`src/rtl/uart_tx_pkg.sv`:
```
`default_nettype none
// +--------------------------------------------------------------------------+
// | uart_tx_pkg : shared encodings for the UART transmit path               |
// | Revision    : 1.0                                                        |
// +--------------------------------------------------------------------------+
package uart_tx_pkg;

  localparam logic [2:0] ST_IDLE   = 3'd0;
  localparam logic [2:0] ST_START  = 3'd1;
  localparam logic [2:0] ST_DATA   = 3'd2;
  localparam logic [2:0] ST_PARITY = 3'd3;
  localparam logic [2:0] ST_STOP   = 3'd4;

  typedef enum logic [2:0] {
    IDLE   = ST_IDLE,
    START  = ST_START,
    DATA   = ST_DATA,
    PARITY = ST_PARITY,
    STOP   = ST_STOP
  } tx_state_e;

  localparam logic PAR_EVEN  = 1'b0;
  localparam logic PAR_ODD   = 1'b1;
  localparam logic START_BIT = 1'b0;
  localparam logic STOP_BIT  = 1'b1;

endpackage
`default_nettype wire

```
`src/rtl/uart_parity_calc.sv`:
```
`default_nettype none
// +--------------------------------------------------------------------------+
// | uart_parity_calc : even/odd parity of a WIDTH-bit word (TX and RX)      |
// | Revision         : 1.0                                                   |
// +--------------------------------------------------------------------------+
module uart_parity_calc
  import uart_tx_pkg::*;
#(
  parameter int WIDTH = 8
) (
  input  logic [WIDTH-1:0] data,
  input  logic             par_typ,
  output logic             par_bit
);

  // Odd parity is the complement of even parity (XNOR-reduce).
  always_comb begin
    par_bit = (^data) ^ (par_typ == PAR_ODD);
  end

endmodule
`default_nettype wire

```
`src/rtl/uart_tx_ctrl.sv`:
```
`default_nettype none
// +--------------------------------------------------------------------------+
// | uart_tx_ctrl : UART transmit frame sequencer (start/data/parity/stop)   |
// | Revision     : 1.0                                                       |
// +--------------------------------------------------------------------------+
module uart_tx_ctrl
  import uart_tx_pkg::*;
#(
  parameter int WIDTH = 8
) (
  input  logic             CLK,
  input  logic             RST,
  input  logic             DATA_VALID,
  input  logic [WIDTH-1:0] P_DATA,
  input  logic             PAR_EN,
  input  logic             PAR_TYP,
  input  logic             ser_data,
  output logic             ser_en,
  output logic             busy,
  output logic             TX_OUT
);

  localparam int              CNT_W    = $clog2(WIDTH);
  localparam logic [CNT_W-1:0] CNT_LAST = CNT_W'(WIDTH - 1);

  tx_state_e        state_q, state_d;
  logic [CNT_W-1:0] cnt_q, cnt_d;
  logic [WIDTH-1:0] data_q, data_d;
  logic             par_en_q, par_en_d;
  logic             par_typ_q, par_typ_d;
  logic             accept;
  logic             par_bit;

  // New frames are only taken from IDLE or STOP; anything else is dropped.
  assign accept = DATA_VALID && ((state_q == IDLE) || (state_q == STOP));

  uart_parity_calc #(
    .WIDTH (WIDTH)
  ) u_parity (
    .data    (data_q),
    .par_typ (par_typ_q),
    .par_bit (par_bit)
  );

  always_comb begin
    state_d   = state_q;
    cnt_d     = cnt_q;
    data_d    = data_q;
    par_en_d  = par_en_q;
    par_typ_d = par_typ_q;

    case (state_q)
      IDLE:    if (DATA_VALID) state_d = START;
      START:   state_d = DATA;
      DATA: begin
        if (cnt_q == CNT_LAST) begin
          cnt_d   = '0;
          state_d = par_en_q ? PARITY : STOP;
        end else begin
          cnt_d = cnt_q + CNT_W'(1);
        end
      end
      PARITY:  state_d = STOP;
      STOP:    state_d = DATA_VALID ? START : IDLE;
      default: begin
        state_d = IDLE;
        cnt_d   = '0;
      end
    endcase

    if (accept) begin
      data_d    = P_DATA;
      par_en_d  = PAR_EN;
      par_typ_d = PAR_TYP;
    end
  end

  always_ff @(posedge CLK or negedge RST) begin
    if (!RST) begin
      state_q   <= IDLE;
      cnt_q     <= '0;
      data_q    <= '0;
      par_en_q  <= 1'b0;
      par_typ_q <= 1'b0;
    end else begin
      state_q   <= state_d;
      cnt_q     <= cnt_d;
      data_q    <= data_d;
      par_en_q  <= par_en_d;
      par_typ_q <= par_typ_d;
    end
  end

  always_comb begin
    ser_en = 1'b0;
    busy   = 1'b0;
    TX_OUT = STOP_BIT;
    case (state_q)
      START: begin
        ser_en = 1'b1;
        busy   = 1'b1;
        TX_OUT = START_BIT;
      end
      DATA: begin
        busy   = 1'b1;
        TX_OUT = ser_data;
      end
      PARITY: begin
        busy   = 1'b1;
        TX_OUT = par_bit;
      end
      STOP: begin
        busy   = 1'b1;
        TX_OUT = STOP_BIT;
      end
      default: begin
        ser_en = 1'b0;
        busy   = 1'b0;
        TX_OUT = STOP_BIT;
      end
    endcase
  end

endmodule
`default_nettype wire

```
`config.mk`:
```
export PLATFORM = sky130hd
export DESIGN_NAME = uart_tx_ctrl
export DESIGN_NICKNAME = d
export VERILOG_FILES = /design/src/rtl/uart_tx_pkg.sv /design/src/rtl/uart_parity_calc.sv /design/src/rtl/uart_tx_ctrl.sv
export SDC_FILE = /design/constraint.sdc
export NUM_CORES = 1
export LEC_CHECK = 0
export ABC_AREA = 1
export CORE_UTILIZATION = 55
export CTS_BUF_LIST = sky130_fd_sc_hd__clkbuf_2
export DETAILED_ROUTE_END_ITERATION = 8
export PLACE_DENSITY = 0.88
export SYNTH_ARGS = -nofsm -noshare
export SYNTH_HDL_FRONTEND = slang
export SYNTH_SLANG_ARGS = --single-unit
```
`constraint.sdc`:
```
create_clock -name CLK -period 2.1 [get_ports CLK]
set_input_delay 0.42 -clock CLK [delete_from_list [all_inputs] [get_ports CLK]]
set_output_delay 0.42 -clock CLK [all_outputs]
set_load 0.01 [all_outputs]
```
Word level (Yosys, flattened, before mapping)
Cells that the tools add are included.

word-level totals
  latch bits = 0
  bits in read-only memories = 0
  memories kept = 0
  bits in writable memories = 0
  register bits after elaboration = 16

operators by class
  bitwise gates (word level) = 1
  $mul = 0
  $lt $le $gt $ge = 0
  divide/modulo/power cells = 0
  shifts and indexed selects = 0
  multiplexer cells = 10
  reductions and logical operators = 7
  add/subtract/negate cells = 1
  eq/ne operators = 7

operators by type and width
  cell                                                  number
  one-hot mux 3 bit (5 select lines)                    1
  two-way mux 3 bit                                     4
  OR reduction 4 bit                                    2
  XOR reduction 8 bit                                   1
  equality test 3 x 2 -> 1 bit (second input constant)  2
  equality test 3 bit (second input constant)           2
  one-hot mux 3 bit (2 select lines)                    1
  inequality test 2 bit (second input constant)         2
  adder 3 x 1 -> 3 bit (second input constant)          1
  equality test 3 x 1 -> 1 bit (second input constant)  1
  zero test 3 bit                                       1
  two-way mux 1 bit                                     3
  one-hot mux 1 bit (3 select lines)                    1
  AND reduction 2 bit                                   1
  logical AND 1 bit                                     1
  logical OR 1 bit                                      1
  bitwise XOR 1 bit                                     1

Longest topological paths before layout
  depth after elaboration = 3
  mapped depth = 10
  mapped depth without buffers = 10

Hierarchy
Synthesis repeated with hierarchy kept, for this count alone.

unflattened totals
  cell total of the unflattened synthesis = 125
  area, all modules = 954.7 um^2

modules (own cells, without submodules)
  module            cells an instance  area each (um^2)  seq. area each (um^2)  times used
  uart_tx_ctrl      87                 790.8             400.4                  1
  uart_parity_calc  38                 163.9             0.0                    1

Least setup slack after synthesis
Ideal clock, no wire load.

  path type = flip-flop to output port
  from = register data_q[4]
  to = output TX_OUT
  path buffers = 0
  data required time = 1680 ps
  arrival = 907 ps
  stages on the path, launching flop included = 8
  slack = 773 ps
  cells stage by stage = dfrtp_1 -> nand2_1 -> inv_1 -> o21ai_0 -> nand2_1 -> nand3_1 -> nand3_1 -> nand2_1

between the ends
  word-level cells in the longest chain between the ends = 3

ends and longest elaborated chain
  item                                RTL line                source
  start: declaration                  uart_tx_ctrl.sv:28      logic [WIDTH-1:0] data_q, data_d;
  start signal: assignment            uart_tx_ctrl.sv:88      data_q <= data_d;
  XOR reduction 8 bit                 uart_parity_calc.sv:18  par_bit = (^data) ^ (par_typ == PAR_ODD);
  bitwise XOR 1 bit                   uart_parity_calc.sv:18
  one-hot mux 1 bit (3 select lines)  uart_tx_ctrl.sv:98      case (state_q)
  end: declaration                    uart_tx_ctrl.sv:20      output logic TX_OUT

No other way between the ends.

Worst setup path after layout
  from = register data_q[7]
  to = output TX_OUT

The elaborated chain is that of the path after synthesis.

==> results.py <==
metrics = {
    "clock_tree": {
        "root_buffer": "clkbuf_2",
        "post-cts-setup-buffers": 0,
        "clkTransAtPathRegs_ns": 0.15,
        "ctsHoldBuffers": 0,
        "cts_tree": "done",
        "clkLatencyLatePin_ns": 0.28,
        "clock-sinks": 16,
        "clk_path_buf_depth": 2,
        "numCtsBuffers": 3,
        "h-tree-depth": 1,
        "ctsResizeCount": 2,
    },
    "critical_path": {
        "path_class": "flop to output pin",
        "worstSetupEndpoint": "TX_OUT",
        "cp_max_fo": 2,
        "required_ns": 1.68,
        "arrival_ns": 1.54,
        "end_kind": "output pin",
        "r2r_start": "cnt_q[0]",
        "startpoint_type": "flop",
        "reg2reg_slack_ns": 0.72,
        "cp-startpoint": "data_q[7]",
        "rr_worst_depth": 5,
        "reg2reg_to": "state_q[1]",
    },
    "routing": {
        "routed_via_density": 5.23,
        "drc": 0,
        "wl_um": 1680,
        "first_pass_iters": 4,
        "num_vias": 701,
        "drt.antenna.violating_nets": 0,
        "initialDrtViolationCount": 15,
        "wl_per_cell_um": 12.5,
    },
    "grt": {
        "grt_overflow": 0,
        "grt_pass1_vias": 651,
        "grt_max_degree": 18,
        "grtUsageTotal": 0.243,
        "antenna_found_initial": 0,
        "grt_pass1_wl_um": 2570,
    },
    "yosys": {
        "synth_cell_types": 19,
        "syn_avg_cell_area_um2": 8.51,
        "yosysWarnings": 0,
        "ys_seq_area_frac": 0.475,
        "synth_area_um2": 842,
        "synthFlopType": "dfrtp_1",
        "synthTopCellsByArea": "dfrtp_1 48%, nand2_1 11%, mux2_4 7.1%",
        "async_flop_share": 1.00,
        "postSynthNetCount": 115,
        "synth_most_common_cell": "nand2_1",
        "synth_area_leader_cell": "dfrtp_1",
        "synthCells": 99,
        "synth_common_cells": "24 x nand2_1, 16 x dfrtp_1, 15 x nor2_1, 11 x inv_1, 7 x a21oi_1",
        "synth_edf_count": 0,
        "synth_seq_cells": 16,
        "synth_top_cell_area_share": 0.475,
    },
    "die": {
        "io_pins": 17,
        "dieArea_um2": 1690,
        "fp.dieH_um": 41.1,
        "rows": 13,
        "initial_core_util": 0.616,
        "dieWidth_um": 41.1,
        "fp.coreArea_um2": 1370,
    },
    "power_and_ir_drop": {
        "ir_worst_vdd_mv": 0.863,
        "clockPowerShare": 0.085,
        "seqPwrFrac": 0.363,
        "p_leak_nw": 0.556,
        "p_int_mw": 0.892,
        "switching_power_mw": 0.692,
        "p_comb_frac": 0.552,
        "switching_share": 0.437,
        "p_per_area_nw_per_um2": 1520,
    },
    "place": {
        "io_buffer_count": 16,
        "place.gp.congestion": 0.818,
        "dp.cells": 130,
        "pre_cts_slack_ns": 0.120,
        "dp_hpwl_um": 1370,
    },
    "sta": {
        "skew_ns": 0.00817,
        "fmax_ghz": 0.511,
        "min_period_over_period": 0.931,
        "rsz0062_at_grt": "false",
        "fin_setup_tns_ns": 0,
        "worstMarginPinSlew_ns": 0.416,
        "max_slew_margin": 0.722,
        "finalCriticalPeriod_ns": 1.96,
        "finalSetupViolations": 0,
        "setup_ws_ns": 0.144,
        "finalHoldViolCount": 0,
        "maxSlewViolCount": 0,
    },
    "finish": {
        "nFillCells": 100,
        "final_cells": 134,
        "fin_nets": 136,
        "num_antenna_cells": 0,
        "drive_above_1_share": 0.118,
        "syn_to_final_growth_pct": 24.1,
    },
    "run": {
        "drv_cap": 0,
    },
    "hold_path": {
        "min_path_type": "input port to async pin",
    },
    "outcome": {
        "outcome": "completed",
    },
}
[stage by stage]
| step | instance area, um^2 | hold slack, ns | power (mW) | util |
|---|---|---|---|---|
| after floorplan | 842 | 0.124 | 1.20 | - |
| after global placement | 1020 | 0.477 | 1.39 | 0.745 |
| after detailed placement | 1020 | 0.491 | 1.46 | 0.745 |
| after CTS | 1040 | 0.410 | 1.59 | 0.761 |
| after global routing | 1040 | 0.395 | 1.74 | 0.765 |
| final | 1040 | 0.409 | 1.58 | 0.765 |
[per-layer routing]
layer,GRT usage,vias to the layer above,wire length (um)
met5,0,-,0
met4,0.0484,0,0
met3,0.0815,0,82
met2,0.492,17,929
met1,0.229,327,664
li1,-,357,-
[sequential cells by signal, summed over array words and instances, names as in the netlist]
register	flops
cnt_q	3
par_typ_q	1
state_q	3
data_q	8
par_en_q	1
[layout by cell type (no fill, tap or decap), drive strengths merged]
master | synthesis | final
inv | 13 | 13
clkdlybuf4s50 | 0 | 14
o21ai | 6 | 6
clkdlybuf4s15 | 0 | 1
dfrtp | 16 | 16
dlymetal6s2s | 0 | 1
clkinv | 0 | 1
a21oi | 7 | 7
nand3 | 4 | 4
xnor2 | 1 | 1
nor2 | 16 | 16
nand2 | 25 | 25
xor2 | 1 | 1
clkbuf | 0 | 3
ha | 2 | 2
buf | 1 | 1
a32o | 2 | 2
or2 | 1 | 1
mux2 | 4 | 4
[logic make-up (layout without fill, tap and decap cells)]
group | after synthesis | after routing | share of synthesized area
buffers and inverters | 14 | 34 | 0.0713
XOR/XNOR | 2 | 2 | 0.0208
flip-flops | 16 | 16 | 0.475
adder cells (fa/ha/maj) | 2 | 2 | 0.0297
multiplexers | 4 | 4 | 0.0713
AO/OA/AOI/OAI | 15 | 15 | 0.105
AND/OR/NAND/NOR | 46 | 46 | 0.226
[power by group through the flow]
stage               logic, mW  registers, mW  clock network, mW
finish                  0.875          0.575              0.134
detailed placement      0.888          0.572                  0
global placement        0.837          0.555                  0
global route            0.989          0.594              0.153
CTS                     0.881          0.570              0.138
floorplan               0.657          0.539                  0
[worst min path at each step]
stage,from,to,cells past startpoint
after global routing,RST,data_q[7],1
after floorplan,RST,cnt_q[0],0
after detailed placement,cnt_q[0],cnt_q[0],1
after global placement,cnt_q[0],cnt_q[0],1
final,RST,data_q[1],1
after CTS,RST,data_q[3],1
[final cells by class]
class	count	area, um^2	area share
tap	15	18.8	0.0180
clock buffer	3	15.0	0.0144
clock inverter	1	3.75	0.00359
multi-input combinational	69	387	0.370
timing repair buffer	17	170	0.163
inverter	13	48.8	0.0467
sequential	16	402	0.384
[critical path, stage by stage (launching register included)]
cell             delay [ns]
dfrtp_1                0.43
inv_1                  0.08
nand2_1                0.07
nand2_1                0.06
nand2_1                0.06
nand2_1                0.06
nand2_1                0.06
nand2_1                0.06
nand2_1                0.05
nand3_1                0.06
nand2_1                0.05
clkdlybuf4s15_1        0.23
No activity file was read; power rests on OpenSTA's default activity.
